[src/rtl/spi_slave_cfg_pkg.sv]
// Shared defaults, FSM state encoding and SCLK edge helper for the configurable SPI slave.
package spi_slave_cfg_pkg;

  localparam int unsigned CMD_BITS_DEF     = 8;
  localparam int unsigned ADDR_BITS_DEF    = 8;
  localparam int unsigned PAYLOAD_BITS_DEF = 8;
  localparam int unsigned SYNC_STAGES_DEF  = 2;

  typedef enum logic [1:0] {
    ST_IDLE    = 2'd0,
    ST_ACTIVE  = 2'd1,
    ST_WAIT_CS = 2'd2
  } state_e;

  // The leading edge is the one that moves SCLK away from its CPOL idle level.
  function automatic logic is_leading(input logic lvl_after, input logic cpol);
    return lvl_after != cpol;
  endfunction

endpackage

[src/rtl/spi_slave_cfg_sync_edge.sv]
// N-stage synchroniser with one extra delay flop; rise/fall pulses last one sysclk cycle.
module spi_slave_cfg_sync_edge #(
  parameter int unsigned STAGES = 2
) (
  input  logic clk_i,
  input  logic d_i,
  output logic level_o,
  output logic rise_o,
  output logic fall_o
);

  logic [STAGES-1:0] sync_q;
  logic              prev_q;

  // Synchroniser chain and edge-detect delay; left unreset so it tracks the pin through reset.
  always_ff @(posedge clk_i) begin
    sync_q <= {sync_q[STAGES-2:0], d_i};
    prev_q <= sync_q[STAGES-1];
  end

  assign level_o = sync_q[STAGES-1];
  assign rise_o  = sync_q[STAGES-1] & ~prev_q;
  assign fall_o  = ~sync_q[STAGES-1] & prev_q;

endmodule

[src/rtl/spi_slave_cfg.sv]
// Oversampling SPI slave, all four CPOL/CPHA modes, configurable cmd/addr/payload field widths.
module spi_slave_cfg
  import spi_slave_cfg_pkg::*;
#(
  parameter int unsigned CMD_BITS     = CMD_BITS_DEF,
  parameter int unsigned ADDR_BITS    = ADDR_BITS_DEF,
  parameter int unsigned PAYLOAD_BITS = PAYLOAD_BITS_DEF,
  parameter bit          CPOL         = 1'b0,
  parameter bit          CPHA         = 1'b0,
  parameter int unsigned SYNC_STAGES  = SYNC_STAGES_DEF
) (
  input  logic                                       sysclk,
  input  logic                                       rst,
  input  logic                                       sclk,
  input  logic                                       cs,
  input  logic                                       mosi,
  output logic                                       miso,
  input  logic                                       slv_tx_enb,
  input  logic [CMD_BITS+ADDR_BITS+PAYLOAD_BITS-1:0] i_slv_frame,
  output logic [CMD_BITS-1:0]                        o_cmd,
  output logic [ADDR_BITS-1:0]                       o_addr,
  output logic [PAYLOAD_BITS-1:0]                    o_payload,
  output logic                                       o_frame_valid,
  output logic                                       o_frame_err,
  output logic                                       o_busy
);

  localparam int unsigned      FRAME_W  = CMD_BITS + ADDR_BITS + PAYLOAD_BITS;
  localparam int unsigned      CNT_W    = $clog2(FRAME_W + 1);
  localparam logic [CNT_W-1:0] CNT_LAST = CNT_W'(FRAME_W - 1);
  localparam logic [CNT_W-1:0] CNT_ONE  = CNT_W'(1);

  logic                    sclk_lvl_s, sclk_rise_s, sclk_fall_s;
  logic                    cs_lvl_s, cs_rise_s, cs_fall_s;
  logic [SYNC_STAGES-1:0]  mosi_sync_q;
  logic                    mosi_s, sclk_edge_s, lead_s, trail_s, sample_s, shift_s;
  state_e                  state_q, state_d;
  logic [FRAME_W-1:0]      tx_sr_q, tx_sr_d, rx_sr_q, rx_sr_d, rx_next_s;
  logic [CNT_W-1:0]        rx_cnt_q, rx_cnt_d;
  logic                    miso_q, miso_d;
  logic [CMD_BITS-1:0]     cmd_q, cmd_d;
  logic [ADDR_BITS-1:0]    addr_q, addr_d;
  logic [PAYLOAD_BITS-1:0] payload_q, payload_d;
  logic                    valid_q, valid_d, err_q, err_d;

  spi_slave_cfg_sync_edge #(.STAGES(SYNC_STAGES)) u_sclk_sync (
    .clk_i  (sysclk),
    .d_i    (sclk),
    .level_o(sclk_lvl_s),
    .rise_o (sclk_rise_s),
    .fall_o (sclk_fall_s)
  );

  spi_slave_cfg_sync_edge #(.STAGES(SYNC_STAGES)) u_cs_sync (
    .clk_i  (sysclk),
    .d_i    (cs),
    .level_o(cs_lvl_s),
    .rise_o (cs_rise_s),
    .fall_o (cs_fall_s)
  );

  // MOSI synchroniser; same depth as SCLK so data and edge line up in the detect cycle.
  always_ff @(posedge sysclk) begin
    mosi_sync_q <= {mosi_sync_q[SYNC_STAGES-2:0], mosi};
  end

  assign mosi_s      = mosi_sync_q[SYNC_STAGES-1];
  assign sclk_edge_s = sclk_rise_s | sclk_fall_s;
  assign lead_s      = sclk_edge_s & is_leading(sclk_lvl_s, CPOL);
  assign trail_s     = sclk_edge_s & ~is_leading(sclk_lvl_s, CPOL);
  assign sample_s    = CPHA ? trail_s : lead_s;
  assign shift_s     = CPHA ? lead_s : trail_s;
  assign rx_next_s   = {rx_sr_q[FRAME_W-2:0], mosi_s};

  // Frame FSM next-state and datapath decode.
  always_comb begin
    state_d   = state_q;
    tx_sr_d   = tx_sr_q;
    rx_sr_d   = rx_sr_q;
    rx_cnt_d  = rx_cnt_q;
    miso_d    = miso_q;
    cmd_d     = cmd_q;
    addr_d    = addr_q;
    payload_d = payload_q;
    valid_d   = 1'b0;
    err_d     = 1'b0;
    case (state_q)
      ST_IDLE: begin
        if (cs_fall_s) begin
          tx_sr_d  = slv_tx_enb ? i_slv_frame : '0;
          rx_cnt_d = '0;
          miso_d   = 1'b0;
          state_d  = ST_ACTIVE;
        end else begin
          state_d = ST_IDLE;
        end
      end
      ST_ACTIVE: begin
        if (shift_s) begin
          miso_d  = tx_sr_q[FRAME_W-1];
          tx_sr_d = {tx_sr_q[FRAME_W-2:0], 1'b0};
        end else begin
          tx_sr_d = tx_sr_q;
        end
        // A final sample edge wins over a cs release detected in the same cycle.
        if (sample_s && (rx_cnt_q == CNT_LAST)) begin
          rx_sr_d   = rx_next_s;
          rx_cnt_d  = rx_cnt_q + CNT_ONE;
          cmd_d     = rx_next_s[FRAME_W-1 -: CMD_BITS];
          addr_d    = rx_next_s[PAYLOAD_BITS +: ADDR_BITS];
          payload_d = rx_next_s[PAYLOAD_BITS-1:0];
          valid_d   = 1'b1;
          state_d   = cs_rise_s ? ST_IDLE : ST_WAIT_CS;
        end else if (cs_rise_s) begin
          err_d   = 1'b1;
          state_d = ST_IDLE;
        end else if (sample_s) begin
          rx_sr_d  = rx_next_s;
          rx_cnt_d = rx_cnt_q + CNT_ONE;
        end else begin
          state_d = ST_ACTIVE;
        end
      end
      ST_WAIT_CS: begin
        if (cs_rise_s) begin
          state_d = ST_IDLE;
        end else begin
          state_d = ST_WAIT_CS;
        end
      end
      default: begin
        state_d = ST_IDLE;
      end
    endcase
  end

  // State and datapath registers; a frame in flight at reset is dropped by parking in WAIT_CS.
  always_ff @(posedge sysclk) begin
    if (rst) begin
      state_q   <= cs_lvl_s ? ST_IDLE : ST_WAIT_CS;
      tx_sr_q   <= '0;
      rx_sr_q   <= '0;
      rx_cnt_q  <= '0;
      miso_q    <= 1'b0;
      cmd_q     <= '0;
      addr_q    <= '0;
      payload_q <= '0;
      valid_q   <= 1'b0;
      err_q     <= 1'b0;
    end else begin
      state_q   <= state_d;
      tx_sr_q   <= tx_sr_d;
      rx_sr_q   <= rx_sr_d;
      rx_cnt_q  <= rx_cnt_d;
      miso_q    <= miso_d;
      cmd_q     <= cmd_d;
      addr_q    <= addr_d;
      payload_q <= payload_d;
      valid_q   <= valid_d;
      err_q     <= err_d;
    end
  end

  assign miso          = (state_q == ST_ACTIVE) & (CPHA ? miso_q : tx_sr_q[FRAME_W-1]);
  assign o_cmd         = cmd_q;
  assign o_addr        = addr_q;
  assign o_payload     = payload_q;
  assign o_frame_valid = valid_q;
  assign o_frame_err   = err_q;
  assign o_busy        = (state_q != ST_IDLE);

endmodule
[config.mk]
export PLATFORM = sky130hd
export DESIGN_NAME = spi_slave_cfg
export DESIGN_NICKNAME = d
export VERILOG_FILES = /design/src/rtl/spi_slave_cfg_pkg.sv /design/src/rtl/spi_slave_cfg_sync_edge.sv /design/src/rtl/spi_slave_cfg.sv
export SDC_FILE = /design/constraint.sdc
export NUM_CORES = 1
export LEC_CHECK = 0
export ABC_AREA = 1
export BUFFER_PORTS_ARGS = -buffer_cell sky130_fd_sc_hd__clkbuf_2
export CAP_MARGIN = 15
export CORE_MARGIN = 10
export CORE_UTILIZATION = 42
export CTS_BUF_LIST = sky130_fd_sc_hd__clkbuf_16
export DETAILED_ROUTE_END_ITERATION = 8
export PLACE_DENSITY_LB_ADDON = 0.2
export SLEW_MARGIN = 20
export SYNTH_ARGS = -nofsm -noshare
export SYNTH_HDL_FRONTEND = slang
export SYNTH_SLANG_ARGS = --single-unit
[constraint.sdc]
create_clock -name sysclk -period 1.4 [get_ports sysclk]
set_input_delay 0.28 -clock sysclk [delete_from_list [all_inputs] [get_ports sysclk]]
set_output_delay 0.28 -clock sysclk [all_outputs]
set_load 0.005 [all_outputs]
* Word level (Yosys, flattened, before mapping)
Index checks and enable logic that the tools add are counted. W data, S select, Z words.
Storage, ports and cells: RAM bits 0, bits in read-only memories 0, input bits 30, bits in latches 0, register bits after elaboration 88, output and inout bits 28, memories 0, logic and storage cells 70
Cells by class: order comparisons 0, shift operators 0, div/mod/pow operators 0, $mul 0, equal/unequal tests 9, add/subtract/negate cells 1, reduce and logical (&&, ||, !) cells 11, bitwise gates (word level) 13, mux-type cells 22
Operators with widths (count):
- $mux W24 | 3
- $mux W23 | 3
- $pmux W24 S2 | 1
- $mux W5 | 4
- $mux W2 | 6
- $pmux W5 S2 | 1
- $and A1 B1 Y1 | 7
- $ne A3 B3 Y1 const B | 2
- $pmux W2 S3 | 1
- $reduce_and A3 Y1 | 2
- $reduce_bool A2 Y1 | 3
- $add A5 B1 Y5 const B | 1
- $eq A5 B5 Y1 const B | 1
- $ne A5 B5 Y1 const B | 1
- $not A1 Y1 | 5
- $ne A2 B2 Y1 const B | 2
- $reduce_and A4 Y1 | 1
- $mux W1 | 3
- $reduce_or A3 Y1 | 1
- $eq A2 B1 Y1 const B | 1
- $eq A2 B2 Y1 const B | 1
- $logic_not A2 Y1 | 1
- $ne A2 B1 Y1 const B | 1
- $reduce_and A2 Y1 | 1
- 3 further kinds | 3

* Depth between registers and ports, before layout
Gate-level depths: netlist of run 1.
word-level depth 9, mapped depth 11, gate-level depth less buffers 10

* Hierarchy
A second synthesis of run 1 with hierarchy kept.
Second synthesis, totals: cells, all modules 435, area, all modules 3545.9 um^2
Modules (own cells, without submodules):
- spi_slave_cfg | cells each 421, sequential area each 1661.6 um^2, times used 1, area each 3395.8 um^2
- spi_slave_cfg_sync_edge | cells each 7, sequential area each 60.1 um^2, times used 2, area each 75.1 um^2

* Worst setup path before layout of run 1
OpenSTA, ideal clock, no wires.
kind reg-to-reg, start register rx_cnt_q[0], end register addr_q[5], in the netlist o_addr[5], arrival time 1.253 ns, cell stages (with the launch flop) 8, path buffers 1, period minus slack after synthesis 1.369 ns, setup time 0.116 ns, data required time 1.284 ns, path slack 0.031 ns, cells stage by stage dfxtp_1 > ha_1 > nand2_2 > nor3_2 > nand2_4 > clkbuf_1 > o21ai_0 > nor2_1
Between the ends: cells in the longest elaborated chain, start to end 3
Ends and longest elaborated chain:
- start: declaration | line spi_slave_cfg.sv:39 | logic [CNT_W-1:0] rx_cnt_q, rx_cnt_d;
- start signal: assignment | line spi_slave_cfg.sv:154 | rx_cnt_q <= rx_cnt_d;
- $eq A5 B5 Y1 | line spi_slave_cfg.sv:106 | if (sample_s && (rx_cnt_q == CNT_LAST)) begin
- $logic_and A1 B1 Y1 | line spi_slave_cfg.sv:106
- $reduce_and A2 Y1 (no source line)
- end signal: assignment | line spi_slave_cfg.sv:157 | addr_q <= addr_d;
- end: declaration | line spi_slave_cfg.sv:42 | logic [ADDR_BITS-1:0] addr_q, addr_d;
Every way passes these cells. A chain may end at the register's enable or synchronous reset.

* Final worst setup path of run 1
start register state_q[1], end register rx_sr_q[3]
Between the ends: cells in the longest elaborated chain, start to end 2
Ends and longest elaborated chain:
- start: declaration | line spi_slave_cfg.sv:37 | state_e state_q, state_d;
- start signal: assignment | line spi_slave_cfg.sv:140 | state_q <= cs_lvl_s ? ST_IDLE : ST_WAIT_CS;
- start signal: assignment | line spi_slave_cfg.sv:151 | state_q <= state_d;
- $eq A2 B1 Y1 | line spi_slave_cfg.sv:87 | case (state_q)
- $reduce_and A3 Y1 (no source line)
- end signal: assignment | line spi_slave_cfg.sv:153 | rx_sr_q <= rx_sr_d;
- end: declaration | line spi_slave_cfg.sv:38 | logic [FRAME_W-1:0] tx_sr_q, tx_sr_d, rx_sr_q, rx_sr_d, rx_next_s;
Every way passes these cells.

==> results of run 1 <==
how the worst max path moves through the flow:
stage | endpoint | start | slack [ps] | cells past startpoint
final | rx_sr_q[3] | state_q[1] | -100 | 8
after global routing | rx_cnt_q[2] | state_q[1] | -160 | 10
after global placement | o_payload[3] | rx_cnt_q[0] | -10 | 7
after detailed placement | o_payload[6] | rx_cnt_q[0] | -70 | 7
after CTS | miso | state_q[1] | -100 | 5
after floorplan | o_addr[5] | rx_cnt_q[0] | 30 | 7
report_power, final:
part	switching (W)	internal, W	leakage [nW]
clock	0.00104	0.00122	0.134
sequential	0.0000408	0.00259	0.724
combinational	0.000294	0.000233	1.22
Yosys cell counts (2+ instances only):
cell | count | share of area
sky130_fd_sc_hd__a21oi_1 | 53 | 0.077
sky130_fd_sc_hd__buf_2 | 11 | 0.016
sky130_fd_sc_hd__buf_4 | 4 | 0.0087
sky130_fd_sc_hd__clkbuf_1 | 14 | 0.015
sky130_fd_sc_hd__dfxtp_1 | 86 | 0.50
sky130_fd_sc_hd__edfxtp_1 | 2 | 0.017
sky130_fd_sc_hd__inv_1 | 13 | 0.014
sky130_fd_sc_hd__inv_2 | 2 | 0.0022
sky130_fd_sc_hd__nand2_1 | 77 | 0.084
sky130_fd_sc_hd__nand2_2 | 3 | 0.0054
sky130_fd_sc_hd__nand2_4 | 3 | 0.0098
sky130_fd_sc_hd__nand3_1 | 32 | 0.046
sky130_fd_sc_hd__nand3_2 | 2 | 0.0058
sky130_fd_sc_hd__nor2_1 | 62 | 0.067
sky130_fd_sc_hd__nor2_2 | 2 | 0.0036
sky130_fd_sc_hd__o21ai_0 | 74 | 0.11
stage by stage:
stage | hold WS [ps] | TNS [ps] | power (W) | setup WS, ps | std cells
final | 41.4 | -3600 | 0.00542 | -104 | 637
after global routing | 38.3 | -9070 | 0.00563 | -156 | 637
after CTS | 35.1 | -448 | 0.00537 | -103 | 629
after global placement | 312 | -17.8 | 0.00308 | -10.3 | 604
after detailed placement | 312 | -799 | 0.00309 | -74.3 | 604
after floorplan | 308 | 0 | 0.00295 | 31.0 | 448
cell type report:
type | instances | area [µm²] | share of cell area
Clock inverter | 7 | 53.8 | 0.0111
Timing Repair Buffer | 99 | 868 | 0.179
Sequential cell | 88 | 1780 | 0.367
Clock buffer | 9 | 225 | 0.0463
Multi-Input combinational cell | 314 | 1730 | 0.356
Tap cell | 105 | 131 | 0.0270
Inverter | 15 | 68.8 | 0.0141
what timing repair did:
| action | CTS | global route |
|---|---|---|
| setup buffers | 8 | 2 |
| pin swaps | 2 | 12 |
| resized for setup | 58 | 58 |
| setup endpoints to repair | 34 | 81 |
| cloned | 2 | 6 |
cell usage in the layout (no fill, tap or decap), drive strengths merged, types with 2 or more instances in the layout:
cell type and count:
nor3 2, a21oi 53, o21ai 75, nor2 65, clkbuf 72, buf 35
clkinv 2, nand3 34, dfxtp 86, nand2 83, clkinvlp 2, edfxtp 2
inv 18
critical path, delay by kind of cell (launching register included):
family / cells / cell delay, ps
buf+inv: 4 / 540
compound gates: 1 / 160
flops: 1 / 400
simple gates: 3 / 340
flip-flops by register name (all words and copies together) (netlist names):
signal	count
u_cs_sync.sync_q	2
o_frame_err	1
rx_cnt_q	5
state_q	2
u_sclk_sync.sync_q	2
rx_sr_q	23
mosi_sync_q	2
tx_sr_q	24
u_sclk_sync.prev_q	1
o_addr	8
o_cmd	8
o_payload	8
o_frame_valid	1
u_cs_sync.prev_q	1
per-layer routing:
| layer | vias up | track usage | share of wire |
|---|---|---|---|
| met5 | - | 0 | 0 |
| met4 | 0 | 0.0495 | 0.016 |
| met3 | 12 | 0.0363 | 0.047 |
| met2 | 79 | 0.209 | 0.46 |
| met1 | 1509 | 0.175 | 0.48 |
| li1 | 1648 | - | - |
logic make-up after synthesis:
family	after synthesis	synth area share
DFF	88	0.515
adders and majority gates	1	0.00362
buffers and inverters	46	0.0604
and+or+nand+nor	184	0.232
xor gates and xnor gates	1	0.00253
AOI/OAI and AO/OA	128	0.186
==> results by group, run 1 <==
STA
  – Final Hold Fails: 0
  – Worst Setup Slack, final: -104 ps
  – Minimum clock period after layout: ~1500 ps
  – RSZ-0062 raised after global routing: true
  – Number of max-slew violations in the final report: 0
  – Transition time of the tightest slew-check pin: a little over 400 ps
  – Max frequency: 665 MHz
  – Final critical-path share of the clock period: 1.07
  – Setup clock skew after layout: roughly 9.4 ps
  – Final setup violation count: 75
  – Remaining max-slew budget at the tightest pin: 0.723

GRT
  – Antenna violations before repair: 0
  – Pin count of the biggest net entering global routing: between 40 and 50
  – Via count of the first global-routing pass: about 3000
  – Wire length of the first global-routing pass: 14300 µm
  – Total GRT Usage: 0.135
  – Total global routing overflow: 0

Die
  – Initial Utilization: 0.425
  – I/O Pins: 58
  – Die extent in y: 111 µm
  – Die W: between 100 and 150 µm
  – Rows: 33
  – Core box area: roughly 8100 µm²
  – Total die area: between 10000 and 15000 µm²

Power
  – Ratio of total power to cell area: between 1000 and 1500 nW/µm²
  – Leakage power: between 2 and 2.5 nW
  – Highest ir drop seen on vdd: slightly below 0.0007 V

Critical path
  – Worst Reg2Reg Path Length in Cells: 8
  – Critical path arrival: around 1800 ps
  – Kind of end point of the critical path: flop
  – Type of origin of the critical path: flop
  – Cell with the biggest individual delay on the critical path: sky130_fd_sc_hd__edfxtp_1
  – Classification of the worst setup path: reg2reg
  – Ordered list of cells on the worst path: inv_2 -> nand2_8 -> buf_6 -> nor2_8 -> buf_4 -> clkbuf_16 -> nand3_1 -> a21oi_1
  – Reg-to-reg setup timing slack: -100 ps
  – Required time at the endpoint of the critical path: approximately 1700 ps
  – Critical Path Fanout Max: 6
  – Endpoint of the most critical register-to-register path: rx_sr_q[3]
  – Worst reg2reg startpoint: state_q[1]
  – Critical Path Max Stage Delay: 400 ps

Place
  – DP Area: between 3000 and 4000 µm²
  – Quantity of I/O buffers inserted on ports: 57
  – Final HPWL from detailed placement: roughly 5300 µm
  – Last weighted congestion value of the routability-driven placer: slightly below 0.8

Clocking
  – CTS tree: built
  – Clock transition time at the flip-flop clock pins of the worst setup and hold paths: approximately 60 ps
  – Clock latency on the worst-skew pair: roughly 340 ps
  – CTS hold repair buffers: 0
  – Total clock buffers created by CTS: 9
  – Max Buffers Root-to-Sink: 2
  – Clock Sinks: 88
  – Cell at the root of the clock tree: sky130_fd_sc_hd__clkbuf_16
  – H-tree levels: 3

Synthesis
  – Number of enable flip-flop cells after synthesis: 2
  – Post-synthesis net count: approximately 480
  – Total of warnings raised by yosys: 0
  – Mean instance size in the synthesized netlist: 7.72 µm²
  – Most used DFF post-synth: sky130_fd_sc_hd__dfxtp_1
  – Number of distinct library cells after synthesis: 24
  – Total of flip-flops plus latches after synthesis: between 80 and 90
  – Register area share after synthesis: 0.515
  – Cells after synthesis: approximately 450
  – Post-synthesis instance area: between 3000 and 4000 µm²
  – Fraction of registers with async set/reset: 0

Run status
  – Result of the run: complete, but fails checks
  – Failing checks: setup timing

Hold path
  – Worst hold path type: in2reg
  – Hold EP: mosi_sync_q[0]
  – Hold Startpoint: mosi
  – Worst hold stages: 1

Layout
  – Number of fillers in the final layout: just over 700
  – Post-layout util: 0.598
  – Diodes inserted: 0
  – Final Instance Area: roughly 5000 µm²
  – Fraction of final layout cells sized beyond drive strength 1: 0.336
  – Area overhead of the layout relative to synthesis: 40.6%
  – # nets final: between 500 and 600

Route
  – Via-per-instance ratio: between 5 and 6
  – Routed wire length: 9130 µm
  – Number of nets still failing antenna checks after routing: 0
  – DRC: 0
  – First-pass iteration count of the detailed router: 4
  – Routed wire per std cell: 14.3 µm
  – Iteration-0 DRC Markers: between 200 and 250
  – Vias post-DR: between 3000 and 4000

Run
  – Max-Cap Viols: 0
Note: power is estimated with default switching activity, not from simulation.
==> run 2: changes to the inputs <==
==> constraint.sdc (replaced) <==
create_clock -name sysclk -period 1.4 [get_ports sysclk]
set_input_delay 0 -clock sysclk [delete_from_list [all_inputs] [get_ports sysclk]]
set_output_delay 0 -clock sysclk [all_outputs]
set_load 0.005 [all_outputs]
==> results by group, run 2 (synthesized netlist as in run 1, its figures left out) <==
Run status
  – Result of the run: complete, but fails checks
  – Failing checks: setup timing

Power
  – Fraction of power spent switching nets: 0.238
  – Leakage power: just over 2 nW
  – Switching power total: around 0.0013 W
  – Proportion of power drawn by flip-flops and latches: 0.486
  – Clock power frac: 0.413
  – Ratio of total power to cell area: about 1200 nW/µm²
  – Highest ir drop seen on vdd: ~0.00075 V
  – Cell-internal power: approximately 0.0041 W
  – Share of power burned in combinational logic: 0.101

Layout
  – Area overhead of the layout relative to synthesis: 35.0%
  – # nets final: 557
  – Leading cell types in the layout, fill and taps excluded: sky130_fd_sc_hd__dfxtp_1 (84), sky130_fd_sc_hd__nand2_1 (77), sky130_fd_sc_hd__nor2_1 (60)
  – Non-filler instance count after layout: 636
  – Number of fillers in the final layout: 732
  – Most flops, register: tx_sr_q
  – Fraction of final layout cells sized beyond drive strength 1: 0.252
  – Most common cell after layout, fill and taps aside: sky130_fd_sc_hd__dfxtp_1
  – Largest registers in the final layout: tx_sr_q: 24 flops, rx_sr_q: 23 flops
  – Max FFs per register: 24
  – Diodes inserted: 0

Critical path
  – Critical path arrival: ~1600 ps
  – Cell with the biggest individual delay on the critical path: sky130_fd_sc_hd__edfxtp_1
  – Critical Path Fanout Max: 7
  – Bufs and invs on worst path: 3
  – Ordered list of cells on the worst path: buf_4 -> nand2_8 -> o21ai_4 -> buf_12 -> buf_6 -> o21ai_0 -> a21oi_1
  – Critical Path Max Stage Delay: approximately 400 ps
  – Type of origin of the critical path: flop
  – Required time at the endpoint of the critical path: 1620 ps
  – Top delay family on crit path: buffers and inverters
  – Classification of the worst setup path: reg2reg
  – Kind of end point of the critical path: flop

Die
  – I/O Pins: slightly below 60
  – Rows: 33
  – Die W: roughly 110 µm
  – Die extent in y: about 110 µm
  – Core box area: between 8000 and 9000 µm²
  – Initial Utilization: 0.425
  – Total die area: approximately 12000 µm²

GRT
  – Wire length of the first global-routing pass: 13900 µm
  – Total GRT Usage: 0.130
  – Antenna violations before repair: 0
  – Total global routing overflow: 0
  – Via count of the first global-routing pass: 3015
  – Pin count of the biggest net entering global routing: 55

Hold path
  – Worst hold path type: in2reg

Route
  – Iteration-0 DRC Markers: about 200
  – First-pass iteration count of the detailed router: 4
  – Number of nets still failing antenna checks after routing: 0
  – DRC: 0
  – Vias post-DR: 3151
  – Via-per-instance ratio: about 5.0
  – Routed wire per std cell: 13.7 µm
  – Routed wire length: 8700 µm

STA
  – Transition time of the tightest slew-check pin: 429 ps
  – RSZ-0062 raised after global routing: true
  – Number of max-slew violations in the final report: 0
  – Max frequency: 705 MHz
  – Total negative slack for setup checks: -17.5 ps
  – Remaining max-slew budget at the tightest pin: 0.714
  – Worst Setup Slack, final: -17.5 ps
  – Final critical-path share of the clock period: 1.01
  – Final worst hold slack: approximately 7.2 ps
  – Final Hold Fails: 0
  – Setup clock skew after layout: 8.64 ps
  – Final setup violation count: 1
  – Minimum clock period after layout: between 1000 and 1500 ps

Clocking
  – Total clock buffers created by CTS: 9
  – Max Buffers Root-to-Sink: 2
  – Clock latency on the worst-skew pair: approximately 340 ps
  – Clock transition time at the flip-flop clock pins of the worst setup and hold paths: roughly 60 ps
  – H-tree levels: 3
  – Clock Sinks: between 80 and 90
  – Cell at the root of the clock tree: sky130_fd_sc_hd__clkbuf_16
  – CTS tree: built

Place
  – DP Cell Count: 601
  – Final HPWL from detailed placement: 5130 µm
  – Quantity of I/O buffers inserted on ports: 57
  – Last weighted congestion value of the routability-driven placer: around 0.74

Run
  – Max-Cap Viols: 0
run 2: cell types whose count changed in the layout (fill, tap and decap cells not counted), moves of 7 or more:
cell                            delta
sky130_fd_sc_hd__nand3_2           -7
sky130_fd_sc_hd__o21ai_0           +9
sky130_fd_sc_hd__nand3_1           +7
sky130_fd_sc_hd__dlygate4sd3_1     +9
sky130_fd_sc_hd__o21ai_2          -13
run 2: routing by layer:
metal,global-route usage,part of all wire,wire [µm],vias up
met3,0.0411,0.063,546,13
met1,0.164,0.49,4230,1403
met5,0,0,0,-
met4,0.0547,0.015,133,0
met2,0.201,0.44,3790,87
li1,-,-,-,1648
run 2: timing repair:
action | 4_1_cts | 5_1_grt
hold buffers | 9 | 0
endpoints found under the hold margin | 9 | 0
gates resized for setup | 8 | 52
buffers inserted | 0 | 2
cloned | 2 | 6
pin swaps | 1 | 2
endpoints found under the setup margin | 29 | 75
run 2: stage by stage:
stage           util  setup slack [ps]  power [W]  area, µm²
6_report       0.574             -17.5    0.00543       4670
4_1_cts        0.545              5.70    0.00537       4430
3_5_place_dp   0.487             -27.5    0.00308       3960
3_3_place_gp   0.487             -12.3    0.00307       3960
5_1_grt        0.574             -79.4    0.00568       4670
2_1_floorplan      -              31.0    0.00295       3460
run 2: path summary, 6_finish.rpt:
| kind | from | end | slack, ps | depth (start not counted) |
|---|---|---|---|---|
| worst max-delay path | state_q[0] | tx_sr_q[15] | -20 | 7 |
| worst min-delay path | i_slv_frame[1] | tx_sr_q[1] | 7 | 5 |
| worst max register to register | state_q[0] | tx_sr_q[15] | -20 | 7 |
| worst min register to register | u_sclk_sync.sync_q[0] | u_sclk_sync.sync_q[1] | 330 | 0 |
run 2: final cells by class:
| cell class | instances | area [µm²] | area share |
|---|---|---|---|
| multi-input cells | 314 | 1570 | 0.337 |
| well taps | 105 | 131 | 0.0281 |
| repair buffers | 98 | 838 | 0.180 |
| flip-flops and latches | 88 | 1780 | 0.382 |
| clock inverters | 6 | 31.3 | 0.00670 |
| inverters | 15 | 61.3 | 0.0131 |
| clock buffers | 10 | 250 | 0.0536 |
run 2: power groups by stage:
stage | Combinational (W) | Sequential, W | Clock [W]
global placement | 0.000386 | 0.00269 | 0
CTS | 0.000442 | 0.00263 | 0.00230
detailed placement | 0.000391 | 0.00269 | 0
floorplan | 0.000270 | 0.00268 | 0
global route | 0.000609 | 0.00265 | 0.00242
finish | 0.000547 | 0.00264 | 0.00225
run 2: worst min-delay path, stage by stage:
cell,delay (ps)
sky130_fd_sc_hd__clkbuf_2,80
sky130_fd_sc_hd__nand2_1,50
sky130_fd_sc_hd__nand2_1,40
sky130_fd_sc_hd__o21ai_0,60
sky130_fd_sc_hd__a21oi_1,70
==> run 3: changes to the inputs <==
Settings changed: BUFFER_PORTS_ARGS -buffer_cell sky130_fd_sc_hd__clkbuf_2 to unset, DONT_BUFFER_PORTS set to 1.
==> results by group, run 3 (synthesized netlist as in run 1, its figures left out) <==
Die
  – Total die area: approximately 12000 µm²
  – Core box area: roughly 8100 µm²
  – Rows: 33
  – Initial Utilization: 0.425
  – Die extent in y: between 100 and 150 µm
  – Die W: 111 µm
  – I/O Pins: 58

Critical path
  – Worst Reg2Reg Path Length in Cells: 7
  – Start point of the critical path: state_q[1]
  – Reg-to-reg setup timing slack: -60 ps
  – Kind of end point of the critical path: flop
  – Type of origin of the critical path: flop
  – Required time at the endpoint of the critical path: between 1500 and 2000 ps
  – Critical path destination: tx_sr_q[9]
  – Critical Path Fanout Max: 18
  – Classification of the worst setup path: reg2reg
  – Critical path arrival: roughly 1700 ps
  – Endpoint of the most critical register-to-register path: tx_sr_q[9]
  – Worst reg2reg startpoint: state_q[1]

Run status
  – Result of the run: complete, but fails checks
  – Failing checks: setup timing

Clocking
  – Total clock buffers created by CTS: 9
  – Max Buffers Root-to-Sink: 2
  – Cell at the root of the clock tree: sky130_fd_sc_hd__clkbuf_16
  – Clock transition time at the flip-flop clock pins of the worst setup and hold paths: about 70 ps
  – CTS tree: built
  – Clock Sinks: 88
  – Clock latency on the worst-skew pair: 340 ps
  – H-tree levels: 3

Power
  – Cell-internal power: a little over 0.004 W
  – Leakage power: 1.91 nW
  – Share of power burned in combinational logic: 0.099
  – Proportion of power drawn by flip-flops and latches: 0.492
  – Highest ir drop seen on vdd: 0.000769 V
  – Clock power frac: 0.409
  – Switching power total: 0.00132 W
  – Fraction of power spent switching nets: 0.246
  – Total power draw: between 0.005 and 0.006 W
  – Ratio of total power to cell area: approximately 1100 nW/µm²

STA
  – Final setup violation count: 28
  – Final critical-path share of the clock period: 1.04
  – Minimum clock period after layout: 1460 ps
  – Final Hold Fails: 0
  – Total negative slack for setup checks: -956 ps
  – Setup clock skew after layout: between 9 and 10 ps
  – Final worst hold slack: between 40 and 50 ps
  – Max frequency: around 690 MHz
  – Number of max-slew violations in the final report: 0
  – Remaining max-slew budget at the tightest pin: 0.492
  – Worst Setup Slack, final: -55.8 ps
  – RSZ-0062 raised after global routing: true
  – Transition time of the tightest slew-check pin: about 760 ps

GRT
  – Met1 demand-to-capacity share in global routing: 0.164
  – Global-route layer with the greatest usage: met2
  – Wire length of the first global-routing pass: roughly 13000 µm
  – Pin count of the biggest net entering global routing: 55
  – Met3 track demand over resource: 0.0547
  – Met2 Resource Use GR: 0.186
  – Via count of the first global-routing pass: roughly 2800
  – Total GRT Usage: 0.126
  – Total global routing overflow: 0
  – Antenna violations before repair: 0

Layout
  – # nets final: 525
  – Number of fillers in the final layout: 732
  – Most flops, register: tx_sr_q
  – Most common cell after layout, fill and taps aside: sky130_fd_sc_hd__dfxtp_1
  – Area taken by multi-input logic gates: roughly 1700 µm²
  – Area overhead of the layout relative to synthesis: 37.6%
  – Largest registers in the final layout: tx_sr_q: 24 flops, rx_sr_q: 23 flops
  – Register Area: about 1800 µm²
  – Diodes inserted: 0
  – Fraction of final layout cells sized beyond drive strength 1: 0.228
  – Max FFs per register: 24
  – Leading cell types in the layout, fill and taps excluded: sky130_fd_sc_hd__dfxtp_1 (84), sky130_fd_sc_hd__nand2_1 (60), sky130_fd_sc_hd__nor2_1 (57)

Route
  – Routed wire length: between 9000 and 10000 µm
  – Routed wire per std cell: between 15 and 20 µm
  – Iteration-0 DRC Markers: 137
  – Vias post-DR: around 3100
  – First-pass iteration count of the detailed router: 5
  – Via-per-instance ratio: roughly 5
  – Number of nets still failing antenna checks after routing: 0
  – DRC: 0

Place
  – Quantity of I/O buffers inserted on ports: 0
  – Final HPWL from detailed placement: about 5000 µm
  – Last weighted congestion value of the routability-driven placer: 0.785

Run
  – Max-Cap Viols: 0

Hold path
  – Worst hold path type: in2reg
## run 3: area by class of cell
cell class,instances,area share
well taps,105,0.0276
repair buffers,65,0.165
multi-input cells,315,0.362
flip-flops and latches,88,0.375
inverters,15,0.0129
clock buffers,9,0.0473
clock inverters,7,0.00999
## run 3: worst min-delay path by stage
stage	startpoint	cells after the start	end	slack, ps
6_report	rst	4	o_cmd[6]	50
5_1_grt	rst	4	o_cmd[6]	60
4_1_cts	rst	1	rx_sr_q[5]	-290
3_5_place_dp	cs	0	u_cs_sync.sync_q[0]	30
3_3_place_gp	cs	0	u_cs_sync.sync_q[0]	30
2_1_floorplan	mosi	0	mosi_sync_q[0]	30
## run 3: power groups by stage
stage,clock [W],sequential (W),combinational (W)
2_1_floorplan,0,0.00268,0.000270
3_3_place_gp,0,0.00269,0.000337
3_5_place_dp,0,0.00269,0.000339
4_1_cts,0.00224,0.00263,0.000426
5_1_grt,0.00234,0.00264,0.000590
6_report,0.00219,0.00264,0.000529
## run 3: timing repair
item                                    4_1_cts  5_1_grt
endpoints found under the setup margin       71       80
cloned                                        0        7
pin swaps                                     2        3
hold buffers                                 28        2
gates resized for setup                      18       81
endpoints found under the hold margin        56       29
setup buffers                                 2        4
## run 3: metrics by stage
stage	std cells	cell area [µm²]	util	worst slack, ps
3_3_place_gp	545	3680	0.453	-38.0
2_1_floorplan	448	3460	-	31.0
5_1_grt	604	4760	0.585	-116
6_report	604	4760	0.585	-55.8
3_5_place_dp	545	3680	0.453	-111
4_1_cts	591	4310	0.530	5.01
## run 3: metal layers
metal	part of all wire	up-vias	wire length, µm
met5	0	-	0
met4	0.014	0	125
li1	-	1580	-
met3	0.057	12	521
met2	0.46	84	4130
met1	0.47	1435	4290
## run 3: critical path: stages, from the launching register on
cell and delay [ps]:
sky130_fd_sc_hd__edfxtp_1 430, sky130_fd_sc_hd__buf_6 150, sky130_fd_sc_hd__nor2_4 130, sky130_fd_sc_hd__nand3_2 110, sky130_fd_sc_hd__o21ai_4 120, sky130_fd_sc_hd__buf_4 160, sky130_fd_sc_hd__clkbuf_16 160, sky130_fd_sc_hd__a21oi_1 70
